<file path="src/rtl/wash_cycle_ctrl.sv">
// Washing-machine phase sequencer: IDLE -> FILL -> WASH -> RINSE -> SPIN -> IDLE.
// Define DOUBLE_WASH_EN to enable the optional second wash+rinse pass.
module wash_cycle_ctrl (
    input  logic       Clk,
    input  logic       Rst,
    input  logic       Coin_In,
    input  logic       Double_Wash,
    input  logic       Timer_Pause,
    input  logic       Time_Event,
    output logic [2:0] Timer_Encoding,
    output logic       Pause_Enable_T,
    output logic       Timer_Clear_n,
    output logic       Wash_Done,
    output logic [2:0] State_Out
);

    typedef enum logic [2:0] {
        IDLE  = 3'b000,
        FILL  = 3'b001,
        WASH  = 3'b010,
        RINSE = 3'b011,
        SPIN  = 3'b100
    } state_t;

    state_t state_q, state_d;
    logic   pause_q, pause_d;
    logic   clear_n_q, clear_n_d;
    logic   done_q, done_d;
    logic   advance;

`ifdef DOUBLE_WASH_EN
    logic dbl_q, dbl_d;
    logic pass_q, pass_d;
`else
    logic unused_double_wash;
    assign unused_double_wash = Double_Wash;
`endif

    always_comb begin
        state_d = state_q;
        // A paused timer must never advance the phase.
        advance = Time_Event && !pause_q;

        case (state_q)
            IDLE:    if (Coin_In) state_d = FILL;
            FILL:    if (advance) state_d = WASH;
            WASH:    if (advance) state_d = RINSE;
            RINSE: begin
                if (advance) begin
`ifdef DOUBLE_WASH_EN
                    state_d = (dbl_q && !pass_q) ? WASH : SPIN;
`else
                    state_d = SPIN;
`endif
                end
            end
            SPIN:    if (advance) state_d = IDLE;
            default: state_d = IDLE;
        endcase

`ifdef DOUBLE_WASH_EN
        dbl_d  = dbl_q;
        pass_d = pass_q;
        if (state_q == IDLE && state_d == FILL) dbl_d = Double_Wash;
        if (state_q == RINSE && state_d == WASH) pass_d = 1'b1;
        if (state_d == IDLE) begin
            dbl_d  = 1'b0;
            pass_d = 1'b0;
        end
`endif

        pause_d   = (state_q == SPIN) && (state_d == SPIN) && Timer_Pause;
        // Timer held in restart while idle and for one cycle after each active-phase change.
        clear_n_d = (state_d != IDLE) && !((state_q != IDLE) && (state_d != state_q));
        done_d    = (state_q == SPIN) && (state_d == IDLE);
    end

    always_ff @(posedge Clk) begin
        if (Rst) begin
            state_q   <= IDLE;
            pause_q   <= 1'b0;
            clear_n_q <= 1'b0;
            done_q    <= 1'b0;
`ifdef DOUBLE_WASH_EN
            dbl_q     <= 1'b0;
            pass_q    <= 1'b0;
`endif
        end else begin
            state_q   <= state_d;
            pause_q   <= pause_d;
            clear_n_q <= clear_n_d;
            done_q    <= done_d;
`ifdef DOUBLE_WASH_EN
            dbl_q     <= dbl_d;
            pass_q    <= pass_d;
`endif
        end
    end

    assign Timer_Encoding = state_q;
    assign State_Out      = state_q;
    assign Pause_Enable_T = pause_q;
    assign Timer_Clear_n  = clear_n_q;
    assign Wash_Done      = done_q;

endmodule

</file>
<file path="config.mk">
export PLATFORM = sky130hd
export DESIGN_NAME = wash_cycle_ctrl
export DESIGN_NICKNAME = d
export VERILOG_FILES = /design/src/rtl/wash_cycle_ctrl.sv
export SDC_FILE = /design/constraint.sdc
export NUM_CORES = 1
export LEC_CHECK = 0
export CORE_AREA = 2 2 39 41
export CTS_CLUSTER_SIZE = 28
export DETAILED_ROUTE_END_ITERATION = 12
export DIE_AREA = 0 0 41 43
export PLACE_DENSITY = 0.55
export REMOVE_ABC_BUFFERS = 1
export SYNTH_ARGS = -nofsm -noshare
export SYNTH_HDL_FRONTEND = slang
export SYNTH_SLANG_ARGS = --single-unit
</file>
<file path="constraint.sdc">
create_clock -name Clk -period 0.9 [get_ports Clk]
set_input_delay 0.09 -clock Clk [delete_from_list [all_inputs] [get_ports Clk]]
set_output_delay 0.09 -clock Clk [all_outputs]
set_load 0.01 [all_outputs]
</file>
# After elaboration in Yosys (flattened, before gate mapping)
# Index checks and enable logic that the tools add are counted.
# W data, S select, Z words.
[totals]
register_bits = 6
inputBits = 6
wordCells = 28
out_inout_bits = 9
[classes]
reduce_logical = 12
eq_ne = 6
muxes = 6
[ops]
columns = ["op", "count"]
rows = [
  ["$mux W3", 5],
  ["$pmux W3 S5", 1],
  ["$eq A3 B2 Y1 const B", 2],
  ["$eq A3 B3 Y1 const B", 2],
  ["$logic_and A1 B1 Y1", 6],
  ["$logic_not A3 Y1", 2],
  ["$reduce_bool A3 Y1", 2],
  ["$eq A3 B1 Y1 const B", 1],
  ["$ne A3 B3 Y1", 1],
  ["$logic_not A1 Y1", 2],
]

# Logic depth before layout (Yosys ltp)
[depth]
word_depth = 8
ltp_mapped = 3
ltp_nobuf = 3

# Least setup slack after synthesis
# Ideal clock, no wire load.
[synth_timing]
kind = "flip-flop to flip-flop"
from = "reg state_q[0] (netlist: State_Out[0])"
to = "reg state_q[0] (netlist: State_Out[0])"
setup_ps = 128
slack_ps = -133
required_time_ps = 772
t_arrival_ps = 906
path_buffers = 0
stages_incl_launch_ff = 4
synth_period_minus_slack_ps = 1033
path_cell_list = "dfxtp_1 > and4bb_1 > a221oi_1 > nor3_1"
[synth_via]
elab_chain_cells = 2
word_cells_on_any_way = 11
classes_between = "4 x eq/ne; 6 x mux; 1 x reduce/logical"
[synth_rtl]
columns = ["item", "line_no", "text"]
rows = [
  ["from (decl)", "25", "state_t state_q, state_d;"],
  ["from (signal assigned)", "89", "state_q <= state_d;"],
  ["$eq A3 B3 Y1, or another cell as far along", "44", "case (state_q)"],
  ["$pmux W3 S5 (*)", "44", ""],
]
# Every way passes the cells marked *; elsewhere a longest branch is shown, timed or not.
# A chain may end at the register's enable or synchronous reset.

# Final worst setup path
[layout_timing]
from = "reg state_q[1] (netlist: State_Out[1])"
to = "reg clear_n_q (netlist: Timer_Clear_n)"
[layout_via]
elab_chain_cells = 6
word_cells_on_any_way = 17
classes_between = "5 x eq/ne; 6 x mux; 6 x reduce/logical"
[layout_rtl]
columns = ["item", "line_no", "text"]
rows = [
  ["$eq A3 B3 Y1, or another cell as far along", "44", ""],
  ["$pmux W3 S5", "44", ""],
  ["$ne A3 B3 Y1", "74", "clear_n_d = (state_d != IDLE) && !((state_q != IDLE) && (state_d != state_q));"],
  ["$logic_and A1 B1 Y1", "74", ""],
  ["$logic_not A1 Y1", "74", ""],
  ["$logic_and A1 B1 Y1 (*)", "74", ""],
  ["to (signal assigned)", "91", "clear_n_q <= clear_n_d;"],
  ["to (decl)", "27", "logic clear_n_q, clear_n_d;"],
]
# Marked as above.

==> results summary <==
The final net count came out at 53. Hold repair after CTS inserted 0 buffers. The count of endpoints failing setup in the final report is 3.

By count the netlist is led by 6 x sky130_fd_sc_hd__dfxtp_1, 4 x sky130_fd_sc_hd__nor3_1, 3 x sky130_fd_sc_hd__buf_4. The setup check on the worst reg-to-reg path leaves a slack of -90 ps. By area the synthesized netlist is led by sky130_fd_sc_hd__dfxtp_1 46%, sky130_fd_sc_hd__buf_4 8.6%, sky130_fd_sc_hd__nor3_1 7.6%. The DRC marker count from the first detailed-route iteration came out at 2. Setup repair after global routing could not meet its margin everywhere.

Yosys instantiated no cell more often than sky130_fd_sc_hd__dfxtp_1. The number of placement rows is 14. The slew at the pin closest to its max-slew limit came out at between 200 and 250 ps. The maximum fanout along the worst path came out at 6. After layout, the minimum clock period comes to approximately 990 ps. The total clock buffers created by CTS is 3. The floorplan die area is between 0.0015 and 0.002 mm2. The number of antenna violations at the first check in global routing is 0. The number of diodes is 0. The aggregate global routing overflow came out at 0.

The number of remaining DRC errors came out at 0. The post-route netlist has ~50% of its cells at a drive strength greater than 1. The flow ran to the end, but the final reports show violations. The number of search-and-repair iterations in the first detailed-routing pass came out at 2. The total area inside the core boundary comes to 0.00138 mm2.

The number of buffer cells added on primary ports came out at 13. In this run the biggest area consumer among cell types represents a little under half of the synthesized area. The launching instance or port of the critical path is State_Out[1]. 15 I/O pins were placed. The vertical die dimension came out at 43 um.

The total power after layout is 0.692 mW. The global-route usage over all layers came out at a little under a tenth. The data arrival time of the critical path is ~1100 ps.

The worst voltage drop across the vdd grid came out at 0.000495 V. Yosys mapped a number of flops with a built-in enable equal to 0. In the post-route analysis, the smallest setup slack over all paths is -87.6 ps. The number of fillers in the final layout is 155. Entering global routing, the biggest net connects 8 pins.

TritonCTS built the clock tree. The max-slew violation count is 0. After detailed routing, the average wire length per cell comes to 10.9 um. After detailed placement, the total cell area comes to about 420 um2.

The H-tree depth is 1. The average instance area after synthesis came out at about 9.4 um2. The total standard cell area after synthesis is 263 um2. The finished cells cover ~430 um2. The first-pass GRT wire length is ~1000 um.

Routability-driven placement finished with a final weighted congestion of 0.823. The post-synthesis instance total came out at 28. The final route contains roughly 260 vias.

The relative slew slack came out at a little over four fifths. Summing the sequential cell areas from Yosys gives 45.7% of the chip area. The area overhead of the layout relative to synthesis is 64.8%. The remaining antenna violation count is 0. The clock-pin slew on the worst setup and hold paths came out at 50 ps. The fraction of synthesis flops using an asynchronous set or reset pin came out at 0%.

The final reports fail on negative setup slack. In this run, synthesis produced a sequential element count of 6. After layout, the worst path uses 110% of the clock period. The wire-length estimate of the detail-placed layout is roughly 420 um. The leakage component of the power is slightly below 0.2 nW.

The core utilization of the finished layout came out at a little under a third. The post-detailed-routing wire length is between 600 and 700 um. The number of hold violations in the final report came out at 0.

The maximum clock rate is 1010 MHz. The ratio of total power to cell area is 1600 mW/mm2. The largest buffer count on any clock path came out at 2. The worst register-to-register path begins at State_Out[1]. The capturing point of the worst reg2reg path is Timer_Clear_n. STA classifies the critical path startpoint as a flip-flop.

The most used flip-flop cell after synthesis is sky130_fd_sc_hd__dfxtp_1. The most critical setup path has its endpoint at Timer_Clear_n. The critical path in this run is classified as flip-flop to flip-flop. The worst setup skew after layout is 1.67 ps. The worst setup path is captured at a flip-flop.

The clock tree root buffer cell is sky130_fd_sc_hd__clkbuf_4. The max-capacitance violation count came out at 0. The die is ~41 um wide.

Yosys mapped the design onto 15 distinct sky130hd cell types. For the worst flop-to-flop path, the logic depth is 3. In the routed layout, each cell is associated on average with a via count of approximately 4.3. The final standard cell count with taps included and fillers excluded came out at 61. The instance count after placement with tap cells included came out at 58. The insertion delay to the later sink of the worst-skew pair came out at 250 ps. The number of sinks driven by the clock tree came out at 6. Summed over all instances, the cell type with the most area after synthesis is sky130_fd_sc_hd__dfxtp_1. Once the floorplan was initialized, standard cells occupied 19.0% of the core.

The path type of the worst min-delay path is input pin to flip-flop. The number of warnings printed during yosys synthesis is 0. The critical path data required time is slightly above 1000 ps.

The via count of the first global-routing pass was between 200 and 250.
cell type report:
| type | instances | area [um2] | area share [%] |
|---|---|---|---|
| clock buffers | 3 | 22.5 | 5.20 |
| inverters | 1 | 3.75 | 0.867 |
| well taps | 16 | 20.0 | 4.62 |
| flip-flops and latches | 6 | 126 | 29.2 |
| repair buffers | 17 | 123 | 28.3 |
| multi-input cells | 18 | 138 | 31.8 |
cells by family (layout without fill, tap and decap cells):
group | after synthesis | after routing | share of synthesized area, %
flip-flops | 6 | 6 | 45.7
XOR/XNOR | 1 | 1 | 3.33
buffers and inverters | 4 | 21 | 10.0
AND/OR/NAND/NOR | 13 | 13 | 29.0
AO/OA/AOI/OAI | 4 | 4 | 11.9
timing repair:
action	CTS	global route
pin swaps	2	3
buffers inserted	0	0
gates resized for setup	33	8
endpoints found under the setup margin	15	9
stage by stage:
stage / TNS (ps) / hold WS, ps / setup slack [ps]
finish: -142 / 318 / -87.6
CTS: -408 / 364 / -97.2
global placement: -1970 / 567 / -261
global route: -436 / 338 / -130
detailed placement: -2030 / 568 / -291
floorplan: -541 / 159 / -197
worst min-delay path by stage:
stage | startpoint | endpoint | slack (ps) | cells after the start
after floorplan | Rst | State_Out[2] | 160 | 1
after global placement | State_Out[2] | State_Out[1] | 570 | 2
after detailed placement | State_Out[2] | State_Out[1] | 570 | 2
after CTS | Timer_Pause | Pause_Enable_T | 360 | 3
after global routing | Time_Event | Wash_Done | 340 | 4
final | Time_Event | Wash_Done | 320 | 4
critical path: stages, from the launching register on:
cell	delay (ps)
sky130_fd_sc_hd__dfxtp_2	340
sky130_fd_sc_hd__or3_4	370
sky130_fd_sc_hd__o211ai_2	80
sky130_fd_sc_hd__a21oi_1	80
flip-flops by register name (all words and copies together), names as in the netlist:
signal	count
State_Out	3
Wash_Done	1
Timer_Clear_n	1
Pause_Enable_T	1
where the power goes:
| part | switching [mW] | leakage (nW) | internal [mW] |
|---|---|---|---|
| Clock | 0.104 | 0.0138 | 0.151 |
| Sequential | 0.0171 | 0.0505 | 0.283 |
| Combinational | 0.0628 | 0.131 | 0.0741 |
layer usage:
metal	track usage, %	part of all wire, %
met1	11.3	43
met2	11.6	43
met3	6.81	12
met4	6.00	1.2
met5	0	0
cell usage in the layout, fill, tap and decap left out, drive strengths merged, types with 2 or more instances in the layout:
cell type       n
a21oi           2
nor3            4
buf            10
nand3b          2
clkbuf          5
nand2           2
dfxtp           6
clkdlybuf4s50   3
No activity file was read; power rests on OpenSTA's default activity.
